--- config.mk ---
export PLATFORM = sky130hd
export DESIGN_NAME = vram_arbiter
export DESIGN_NICKNAME = d
export VERILOG_FILES = /design/src/rtl/vram_pkg.sv /design/src/rtl/vram_arbiter_starve_counter.sv /design/src/rtl/vram_arbiter.sv
export SDC_FILE = /design/constraint.sdc
export NUM_CORES = 1
export LEC_CHECK = 0
export BUFFER_PORTS_ARGS = -buffer_cell sky130_fd_sc_hd__clkbuf_2
export CORE_UTILIZATION = 35
export CTS_CLUSTER_DIAMETER = 50
export CTS_CLUSTER_SIZE = 12
export DETAILED_ROUTE_END_ITERATION = 8
export PLACE_DENSITY = 0.7
export SLEW_MARGIN = 20
export SYNTH_ARGS = -nofsm -noshare
export SYNTH_HDL_FRONTEND = slang
export SYNTH_SLANG_ARGS = --single-unit
--- constraint.sdc ---
create_clock -name i_clk -period 1.9 [get_ports i_clk]
set_input_delay 0.38 -clock i_clk [delete_from_list [all_inputs] [get_ports i_clk]]
set_output_delay 0.38 -clock i_clk [all_outputs]
set_load 0.005 [all_outputs]
--- src/rtl/vram_pkg.sv ---
// Shared definitions for the VRAM arbiter and the scan-out / host-bus blocks around it.
package vram_pkg;

    localparam int ADDR_W_DEF = 16;
    localparam int DATA_W_DEF = 8;
    localparam int CNT_W      = 8;

    localparam logic [CNT_W-1:0] CNT_MAX = '1;

    typedef enum logic [1:0] {
        ST_IDLE       = 2'd0,
        ST_DISP       = 2'd1,
        ST_HOST_ISSUE = 2'd2,
        ST_HOST_WAIT  = 2'd3
    } arb_state_t;

endpackage

--- src/rtl/vram_arbiter_starve_counter.sv ---
// Saturating count of cycles the host waits un-granted; flags starvation at LIM.
module starve_counter
    import vram_pkg::*;
#(
    parameter int LIM = 64
) (
    input  logic i_clk,
    input  logic i_nrst,
    input  logic i_pend,
    input  logic i_grant,
    output logic o_starve
);

    localparam logic [CNT_W-1:0] LIM_C = CNT_W'(LIM);

    logic [CNT_W-1:0] r_cnt;
    logic [CNT_W-1:0] w_cnt_nxt;
    logic             r_starve;

    always_comb begin
        w_cnt_nxt = r_cnt;
        if (!i_pend || i_grant) begin
            w_cnt_nxt = '0;
        end else if (r_cnt != CNT_MAX) begin
            w_cnt_nxt = r_cnt + CNT_W'(1);
        end
    end

    // Flag is compared against the next count so it tracks the counter without lag.
    always_ff @(posedge i_clk or negedge i_nrst) begin
        if (!i_nrst) begin
            r_cnt    <= '0;
            r_starve <= 1'b0;
        end else begin
            r_cnt    <= w_cnt_nxt;
            r_starve <= (w_cnt_nxt >= LIM_C);
        end
    end

    assign o_starve = r_starve;

endmodule

--- src/rtl/vram_arbiter.sv ---
// Single-port VRAM arbiter: display scan-out always wins, host accesses are
// squeezed into idle slots as a two-cycle issue/wait sequence.
//
//   state         | meaning
//   ST_IDLE       | no host access in flight, no display read issued this cycle
//   ST_DISP       | display read issued this cycle, no host access in flight
//   ST_HOST_ISSUE | host access on the memory port this cycle
//   ST_HOST_WAIT  | host data returning, HOST_ACK high; port free for a display read
module vram_arbiter
    import vram_pkg::*;
#(
    parameter int ADDR_W     = ADDR_W_DEF,
    parameter int DATA_W     = DATA_W_DEF,
    parameter int STARVE_LIM = 64
) (
    input  logic              i_clk,
    input  logic              i_nrst,
    input  logic              i_disp_req,
    input  logic [ADDR_W-1:0] i_disp_addr,
    output logic              o_disp_valid,
    output logic [DATA_W-1:0] o_disp_data,
    input  logic              i_host_req,
    input  logic              i_host_we,
    input  logic [ADDR_W-1:0] i_host_addr,
    input  logic [DATA_W-1:0] i_host_wdata,
    output logic              o_host_ack,
    output logic [DATA_W-1:0] o_host_rdata,
    output logic              o_host_starve,
    output logic              o_mem_ce,
    output logic              o_mem_we,
    output logic [ADDR_W-1:0] o_mem_addr,
    output logic [DATA_W-1:0] o_mem_wdata,
    input  logic [DATA_W-1:0] i_mem_rdata
);

    arb_state_t        r_state;
    arb_state_t        w_state_nxt;
    logic              w_grant;
    logic              w_disp_issue;
    logic              w_host_pend;
    logic              w_ack;

    logic              r_mem_ce;
    logic              r_mem_we;
    logic [ADDR_W-1:0] r_mem_addr;
    logic [DATA_W-1:0] r_mem_wdata;
    logic              r_disp_pend;
    logic              r_disp_valid;
    logic              r_host_we;
    logic [DATA_W-1:0] r_host_rdata;

    always_ff @(posedge i_clk or negedge i_nrst) begin
        if (!i_nrst) begin
            r_state <= ST_IDLE;
        end else begin
            r_state <= w_state_nxt;
        end
    end

    // While a host access is in flight the display still owns the port in the wait slot.
    always_comb begin
        w_state_nxt  = r_state;
        w_grant      = 1'b0;
        w_disp_issue = 1'b0;
        case (r_state)
            ST_HOST_ISSUE: begin
                w_state_nxt  = ST_HOST_WAIT;
                w_disp_issue = i_disp_req;
            end
            ST_HOST_WAIT: begin
                w_state_nxt  = i_disp_req ? ST_DISP : ST_IDLE;
                w_disp_issue = i_disp_req;
            end
            default: begin
                if (i_disp_req) begin
                    w_state_nxt  = ST_DISP;
                    w_disp_issue = 1'b1;
                end else if (i_host_req) begin
                    w_state_nxt = ST_HOST_ISSUE;
                    w_grant     = 1'b1;
                end else begin
                    w_state_nxt = ST_IDLE;
                end
            end
        endcase
    end

    assign w_host_pend = i_host_req && (r_state != ST_HOST_ISSUE) && (r_state != ST_HOST_WAIT);
    assign w_ack       = (r_state == ST_HOST_WAIT);

    always_ff @(posedge i_clk or negedge i_nrst) begin
        if (!i_nrst) begin
            r_mem_ce     <= 1'b0;
            r_mem_we     <= 1'b0;
            r_mem_addr   <= '0;
            r_mem_wdata  <= '0;
            r_disp_pend  <= 1'b0;
            r_disp_valid <= 1'b0;
            r_host_we    <= 1'b0;
            r_host_rdata <= '0;
        end else begin
            r_disp_pend  <= w_disp_issue;
            r_disp_valid <= r_disp_pend;
            if (w_disp_issue) begin
                r_mem_ce   <= 1'b1;
                r_mem_we   <= 1'b0;
                r_mem_addr <= i_disp_addr;
            end else if (w_grant) begin
                r_mem_ce    <= 1'b1;
                r_mem_we    <= i_host_we;
                r_mem_addr  <= i_host_addr;
                r_mem_wdata <= i_host_wdata;
                r_host_we   <= i_host_we;
            end else begin
                r_mem_ce <= 1'b0;
                r_mem_we <= 1'b0;
            end
            if (w_ack && !r_host_we) begin
                r_host_rdata <= i_mem_rdata;
            end
        end
    end

    starve_counter #(
        .LIM (STARVE_LIM)
    ) u_starve (
        .i_clk    (i_clk),
        .i_nrst   (i_nrst),
        .i_pend   (w_host_pend),
        .i_grant  (w_grant),
        .o_starve (o_host_starve)
    );

    // SRAM data arrives in the cycle after the strobe, so read data is passed straight through.
    assign o_disp_valid = r_disp_valid;
    assign o_disp_data  = r_disp_valid ? i_mem_rdata : '0;
    assign o_host_ack   = w_ack;
    assign o_host_rdata = (w_ack && !r_host_we) ? i_mem_rdata : r_host_rdata;
    assign o_mem_ce     = r_mem_ce;
    assign o_mem_we     = r_mem_we;
    assign o_mem_addr   = r_mem_addr;
    assign o_mem_wdata  = r_mem_wdata;

endmodule

==> results.sh <==
export IMPL_dominantRegCellSynth="dfrtp_1"
export IMPL_ir_drop_v=0.000517
export IMPL_post_place_ws_ns=0.230
export IMPL_max_cap_viol_count=0
export IMPL_layout_nets=315
export IMPL_outcome="complete, no violations"
export IMPL_firstDrtPassIters=4
export IMPL_antenna_found_initial=0
export IMPL_io_buffer_count=97
export IMPL_drive_gt1_share_pct=61.2
export IMPL_r2r_end="o_mem_wdata[3]"
export IMPL_syn_inst=155
export IMPL_critical_path_arrival_ns=1.47
export IMPL_ys_ff_latch=48
export IMPL_worstSetupEndpointType="output port"
export IMPL_power_leakage_nw=1.42
export IMPL_fillCellCount=538
export IMPL_clock_latency_ns=0.29
export IMPL_vias=1615
export IMPL_clk_path_buf_depth=2
export IMPL_syn_nets=209
export IMPL_start_util_pct=36.4
export IMPL_hold_ws_ns=0.309
export IMPL_drt_wl_total_mm=4.28
export IMPL_die_h_um=80.7
export IMPL_drcViolationCount=0
export IMPL_r2r_slack_ns=0.39
export IMPL_numCtsBuffers=5
export IMPL_hold_path_startpoint="i_host_we"
export IMPL_chipWidth_um=80.7
export IMPL_first_global_vias=1528
export IMPL_vias_per_cell=4.82
export IMPL_clock_sinks=48
export IMPL_area_growth_pct=33.7
export IMPL_hold_depth=2
export IMPL_globalRouteOverflowTotal=0
export IMPL_cts_tree="done"
export IMPL_ys_types=30
export IMPL_io_pins=98
export IMPL_rows=28
export IMPL_crit_path_max_fanout=8
export IMPL_synth_area_leaders="dfrtp_1 55%, mux2_2 19%, mux2_4 5.5%"
export IMPL_max_slew_margin_pct=79.0
export IMPL_syn_cell_area_mm2=0.00217
export IMPL_busiest_layer="met2"
export IMPL_fin_ws_ns=0.0531
export IMPL_cts_root_buf="clkbuf_8"
export IMPL_synth_most_common_cell="dfrtp_1"
export IMPL_async_reset_ff_share_pct=100
export IMPL_period_needed_ns=1.85
export IMPL_wl_per_cell_um=12.8
export IMPL_clk_pin_slew_worst_paths_ns=0.08
export IMPL_synth_top_area_share_pct=55.5
export IMPL_gp_congestion=0.738
export IMPL_use_met1_pct=16.1
export IMPL_antenna_cells=0
export IMPL_fmax_mhz=541
export IMPL_antenna_left=0
export IMPL_grt_pass1_wl_mm=6.79
export IMPL_drv_slew=0
export IMPL_use_met2_pct=23.3
export IMPL_rr_worst_depth=5
export IMPL_hold_end="o_mem_we"
export IMPL_grt_max_degree=42
export IMPL_hpwl_mm=3.18
export IMPL_core_region_area_mm2=0.00596
export IMPL_finalSetupViolCount=0
export IMPL_met3_usage_pct=4.66
export IMPL_synth_top_area_cell="dfrtp_1"
export IMPL_drt_iter0_drc=87
export IMPL_syn_avg_cell_area_um2=14.0
export IMPL_synth_common_cells="48 x dfrtp_1, 36 x mux2_2, 10 x and2_1"
export IMPL_p_total_mw=2.57
export IMPL_crit_type="reg2out"
export IMPL_powerDensity_mw_per_mm2=889
export IMPL_hold_viol_final=0
export IMPL_synth_edf_count=0
export IMPL_grt_usage_pct=13.9
export IMPL_fin_util_pct=48.6
export IMPL_fin_tns_setup_ns=0
export IMPL_die_area_mm2=0.00651
export IMPL_htreeDepth=2
export IMPL_hp_class="in2reg"
export IMPL_period_share_pct=97.2
export IMPL_synth_seq_area_share_pct=55.5
export IMPL_worstPathRequired_ns=1.52
export IMPL_yosysWarnings=0
export IMPL_critical_path_startpoint_type="register"
export IMPL_clock_skew_ns=0.00809
export IMPL_r2r_start="r_state[1]"
export IMPL_worst_slew_pin_slew_ns=0.315
[area by class of cell]
cell class | count | area (um^2) | area share (%)
clock inverters | 1 | 30.0 | 1.04
well taps | 75 | 93.8 | 3.24
repair buffers | 104 | 566 | 19.5
inverters | 4 | 15.0 | 0.519
clock buffers | 5 | 68.8 | 2.38
multi-input cells | 98 | 921 | 31.8
flip-flops and latches | 48 | 1200 | 41.5
[cell families after synthesis]
group / share of synthesized area [%]
compound gates: 4.56
fa+ha+maj: 0.578
buf+inv: 2.48
flops: 55.5
mux: 26.9
simple gates: 10.1
[routing by layer]
metal	vias up	wire length, um
met1	767	1830
met3	7	318
met5	-	0
met4	0	73
li1	771	-
met2	70	2050
[worst max path at each step]
stage	startpoint	to	slack [ns]	depth (start not counted)
floorplan	r_state[1]	o_host_rdata[0]	0.40	4
global placement	r_state[1]	o_host_rdata[1]	0.27	5
detailed placement	r_state[1]	o_host_rdata[0]	0.23	5
CTS	r_state[1]	o_host_rdata[0]	0.008	5
global route	r_state[0]	o_host_rdata[4]	-0.01	4
finish	r_state[1]	o_host_rdata[4]	0.05	4
[metrics by stage]
stage,std cells,area [um^2]
6_report,335,2900
5_1_grt,335,2900
4_1_cts,335,2890
3_5_place_dp,327,2770
3_3_place_gp,327,2770
2_1_floorplan,155,2170
[where the power goes]
group | switching (mW) | internal, mW
combinational | 0.235 | 0.387
sequential | 0.0765 | 1.19
clock | 0.304 | 0.378
[registers in the layout, summed over array words and instances (netlist names)]
register / count
u_starve.o_starve: 1
o_mem_addr: 16
o_mem_wdata: 8
o_mem_we: 1
o_disp_valid: 1
o_mem_ce: 1
r_disp_pend: 1
r_host_rdata: 8
r_state: 2
u_starve.r_cnt: 8
r_host_we: 1
[worst max-delay path, cell delays in order, from the launching register on]
cell and delay [ns]:
dfrtp_1 0.41, and2_4 0.16, nand2b_4 0.16, mux2_4 0.32, buf_2 0.13
[layout by cell type (no fill, tap or decap), types with 2 or more instances in the layout]
| master | Yosys | final |
|---|---|---|
| a211oi_1 | 3 | 3 |
| a31oi_1 | 4 | 4 |
| and2_1 | 10 | 9 |
| and4_1 | 2 | 2 |
| buf_12 | 0 | 2 |
| buf_4 | 3 | 4 |
| clkbuf_2 | 0 | 96 |
| clkbuf_8 | 0 | 5 |
| dfrtp_1 | 48 | 48 |
| inv_1 | 3 | 3 |
| mux2_1 | 5 | 5 |
| mux2_2 | 36 | 36 |
| mux2_4 | 8 | 8 |
| nand2b_1 | 4 | 3 |
| nand3_1 | 3 | 3 |
| nand4_1 | 2 | 2 |
| nor3_1 | 5 | 5 |
| nor4_1 | 2 | 2 |
| o21ai_0 | 3 | 3 |
[timing repair]
item / 4_1_cts / 5_1_grt
resized for setup: 2 / 2
hold buffers: 1 / 0
hold endpoints to repair: 7 / 0
endpoints found under the setup margin: 8 / 8
pin swaps: 0 / 0
setup buffers: 1 / 1
Note: power is estimated with default switching activity, not from simulation.
